[src/rtl/mult_feeder.sv]
// rtl/mult_feeder.sv - operand FIFO, launch sequencer and result register for the 4x4 shift-add multiplier
// Optional statistics ports (Op_Count, Fifo_Level) are enabled by defining MULT_FEEDER_STATS_EN.
module mult_feeder #(
    parameter int WIDTH = 4,
    parameter int DEPTH = 4
) (
    input  logic               Clk,
    input  logic               Rst,
    input  logic               In_Valid,
    output logic               In_Ready,
    input  logic [WIDTH-1:0]   In_A,
    input  logic [WIDTH-1:0]   In_B,
    output logic [WIDTH-1:0]   Multiplicando,
    output logic [WIDTH-1:0]   Multiplicador,
    output logic               St,
    input  logic               Idle,
    input  logic               Done,
    input  logic [2*WIDTH-1:0] Produto,
    output logic               Out_Valid,
    input  logic               Out_Ready,
    output logic [2*WIDTH-1:0] Out_Produto
`ifdef MULT_FEEDER_STATS_EN
    ,
    output logic [15:0]          Op_Count,
    output logic [$clog2(DEPTH):0] Fifo_Level
`endif
);

    localparam int AW = $clog2(DEPTH);

    typedef enum logic [1:0] {SYNC, READY, START, BUSY} state_t;

    state_t           state, state_nx;
    logic [WIDTH-1:0] mem_a [DEPTH];
    logic [WIDTH-1:0] mem_b [DEPTH];
    logic [AW-1:0]    wr_ptr, rd_ptr;
    logic [AW:0]      count;
    logic             full, empty, push, launch, capture;

    assign full     = (count == (AW+1)'(DEPTH));
    assign empty    = (count == '0);
    assign In_Ready = !Rst && !full;
    assign push     = In_Valid && In_Ready;

    // Launch only when the output register is guaranteed free by the time Done arrives.
    always_comb begin
        state_nx = state;
        launch   = 1'b0;
        capture  = 1'b0;
        case (state)
            SYNC:  if (Idle) state_nx = READY;
            READY: begin
                if (!empty && Idle && (!Out_Valid || Out_Ready)) begin
                    launch   = 1'b1;
                    state_nx = START;
                end
            end
            START: state_nx = BUSY;
            BUSY: begin
                if (Done) begin
                    capture  = 1'b1;
                    state_nx = READY;
                end
            end
            default: state_nx = SYNC;
        endcase
    end

    always_ff @(posedge Clk) begin
        if (push) begin
            mem_a[wr_ptr] <= In_A;
            mem_b[wr_ptr] <= In_B;
        end
    end

    always_ff @(posedge Clk or posedge Rst) begin
        if (Rst) begin
            state         <= SYNC;
            St            <= 1'b0;
            wr_ptr        <= '0;
            rd_ptr        <= '0;
            count         <= '0;
            Multiplicando <= '0;
            Multiplicador <= '0;
            Out_Valid     <= 1'b0;
            Out_Produto   <= '0;
        end else begin
            state <= state_nx;
            St    <= launch;
            if (push) wr_ptr <= wr_ptr + 1'b1;
            if (launch) begin
                Multiplicando <= mem_a[rd_ptr];
                Multiplicador <= mem_b[rd_ptr];
                rd_ptr        <= rd_ptr + 1'b1;
            end
            case ({push, launch})
                2'b10:   count <= count + 1'b1;
                2'b01:   count <= count - 1'b1;
                default: count <= count;
            endcase
            if (capture) begin
                Out_Produto <= Produto;
                Out_Valid   <= 1'b1;
            end else if (Out_Valid && Out_Ready) begin
                Out_Valid <= 1'b0;
            end
        end
    end

`ifdef MULT_FEEDER_STATS_EN
    assign Fifo_Level = count;

    always_ff @(posedge Clk or posedge Rst) begin
        if (Rst) Op_Count <= '0;
        else if (capture) Op_Count <= Op_Count + 16'd1;
    end
`endif

endmodule
[config.mk]
export PLATFORM = sky130hd
export DESIGN_NAME = mult_feeder
export DESIGN_NICKNAME = d
export VERILOG_FILES = /design/src/rtl/mult_feeder.sv
export SDC_FILE = /design/constraint.sdc
export NUM_CORES = 1
export LEC_CHECK = 0
export CAP_MARGIN = 20
export CELL_PAD_IN_SITES_DETAIL_PLACEMENT = 1
export CELL_PAD_IN_SITES_GLOBAL_PLACEMENT = 1
export CORE_UTILIZATION = 40
export DETAILED_ROUTE_END_ITERATION = 8
export DONT_BUFFER_PORTS = 1
export PLACE_DENSITY_LB_ADDON = 0.12
export SYNTH_ARGS = -nofsm -noshare
export SYNTH_HDL_FRONTEND = slang
export SYNTH_SLANG_ARGS = --single-unit
[constraint.sdc]
create_clock -name Clk -period 6 [get_ports Clk]
set_clock_uncertainty 0.2 [all_clocks]
set_input_delay 1.2 -clock Clk [delete_from_list [all_inputs] [get_ports Clk]]
set_output_delay 1.2 -clock Clk [all_outputs]
set_load 0.05 [all_outputs]
==> flow_summary.yaml <==
yosys:
  yosysUniqueCellTypes: 26
  syn_area_mm2: 0.00241
  synth_top_cell_by_area: "edfxtp_1"
  synth_warnings: 0
  synth_area_leaders: "edfxtp_1 (40%), dfrtp_1 (28%), mux4_2 (7.5%)"
  avgSynthCellArea_um2: 18.1
  ys_ff_latch: 59
  synth_top_area_share_pct: 39.9
  syn_nets: 164
  synth_cells: 133
  ys_seq_area_share_pct: 67.9
power:
  p_leak_nw: 1.07
  power.density_mw_per_mm2: 576
  peakVddDrop_uv: 226
place:
  io_buffers: 0
  hpwl_um: 2950
  place_area_mm2: 0.00247
  place_congestion: 0.789
  dp_worst_setup_slack_ns: 2.44
sta:
  max_freq_mhz: 307
  slew_headroom_pct: 43.9
  rsz0062_at_grt: "false"
  slew_violations: 0
  period_share_pct: 54.2
  timing.setup.tns_ns: 0
  setup_slack_ns: 2.75
  final_hold_viol_count: 0
  min_period_ns: 3.25
  setup_viol: 0
  worst_pin_slew_ns: 0.838
critical_path:
  startpoint_type: "input pin"
  worstPathArrival_ns: 1.85
  worst-endpoint-required_ns: 4.60
  crit_fanout: 6
  critPathTopFamily: "compound AO/OA/AOI/OAI gates"
  end_kind: "output pin"
  critPathKind: "in -> out"
  cp_slowest_cell: "a31oi_2"
  cp_cell_sequence: "a31oi_2"
  max_stage_delay_ns: 0.65
  cp_num_buf_inv: 0
clock_network:
  clk_latency_ns: 0.32
  cts_resized: 0
  clk_path_buf_depth: 2
  cts_root_buffer: "clkbuf_8"
  cts_tree: "yes"
  htreeDepth: 3
  cts_made_buffers: 9
  cts_sinks: 59
  cts_hold_buf: 0
  clkTransAtPathRegs_ns: 0.06
  cts_setup_buffers: 0
final_layout:
  fin_nets: 173
  diodes: 0
  drive_above_1_share_pct: 28.1
  final_common_cell: "edfxtp_1"
  final_cell_mix: "edfxtp_1 (32), dfrtp_1 (27), inv_1 (11)"
  fin_area_mm2: 0.00269
  area_growth_pct: 11.5
floorplanning:
  dieArea_mm2: 0.00634
  fp.dieH_um: 79.6
  initial_utilization_pct: 42.7
  die_width_um: 79.6
  num_rows: 27
  io_pins: 41
  fp.coreArea_mm2: 0.00564
routing:
  wl_per_cell_um: 19.7
  drc: 0
  firstDrtPassIters: 4
  drt-total-wl_um: 4290
  ant_nets: 0
  vias_per_cell: 5.13
  vias: 1119
  first_iter_violations: 23
grt:
  grt_pass1_vias: 1340
  grt-ovfl-total: 0
  grt_usage_pct: 15.9
  grt_max_degree: 28
  grt_pass1_wl_um: 6850
  antenna_found_initial: 0
flow_run:
  maxCapViolations: 0
status:
  status: "finished, final reports clean"
hold_path:
  hp-class: "reg -> reg"
## state kept, by name, indices dropped and copies added, names as in the netlist
name           cells
mem_a             16
rd_ptr             2
Out_Produto        8
Multiplicando      4
state              2
wr_ptr             2
Out_Valid          1
count              3
St                 1
Multiplicador      4
mem_b             16
## cell usage after synthesis (all sizes together)
library cell / count
ha: 8
xor2: 3
o21ai: 2
a21oi: 1
xnor2: 3
nor3: 1
o22ai: 1
a31oi: 1
nand2b: 1
mux4: 8
clkbuf: 1
nor2: 1
mux2: 18
edfxtp: 32
mux2i: 1
and4b: 1
dfrtp: 27
and3: 4
nand2: 3
and2: 1
inv: 11
nand3b: 1
fa: 1
buf: 2
## cells by family after synthesis
logic type | count (synthesis) | share of synthesized area (%)
simple gates | 13 | 3.32
mux | 27 | 17.4
buf+inv | 14 | 2.80
compound gates | 5 | 1.40
fa+ha+maj | 9 | 4.98
xor+xnor | 6 | 2.18
flops | 59 | 67.9
## per-stage QoR
| stage | util (%) | power, mW | hold WS, ns | instances |
|---|---|---|---|---|
| floorplan | - | 1.14 | 0.286 | 133 |
| detailed placement | 43.8 | 1.23 | 0.314 | 202 |
| global placement | 43.8 | 1.19 | 0.307 | 202 |
| CTS | 47.1 | 1.57 | 0.325 | 217 |
| global route | 47.6 | 1.63 | 0.350 | 218 |
| finish | 47.6 | 1.55 | 0.327 | 218 |
## area by class of cell
type	count	area, um^2
Clock buffer	12	145
Clock inverter	3	40.0
Fill cell	541	2960
Inverter	11	41.3
Multi-Input combinational cell	60	706
Sequential cell	59	1640
Tap cell	72	90.1
Timing Repair Buffer	1	27.5
## power by group
part           leakage [nW]  total [mW]  internal [mW]  switching [mW]
clock network        0.0962       0.341          0.200           0.141
logic                 0.360       0.342          0.198           0.144
registers             0.609       0.866          0.543           0.322
total                  1.07        1.55          0.941           0.608
## layer usage
layer | GRT usage [%] | wire length (um) | vias up
li1 | - | - | 501
met4 | 10.2 | 67 | 0
met3 | 6.40 | 261 | 6
met2 | 27.1 | 2310 | 38
met1 | 16.0 | 1650 | 574
met5 | 0 | 0 | -
## final timing paths
| check | cells past startpoint | end | slack [ns] | from |
|---|---|---|---|---|
| hold reg to reg | 1 | count[0] | 0.33 | count[0] |
| min in group asynchronous | 1 | state[1] | 0.49 | Rst |
| setup reg to reg | 8 | count[2] | 3.04 | Out_Valid |
| setup / recovery | 1 | In_Ready | 2.75 | Rst |
| max in group asynchronous | 2 | Multiplicando[3] | 4.70 | Rst |
| hold / removal | 1 | count[0] | 0.33 | count[0] |
Note: power is estimated with default switching activity, not from simulation.
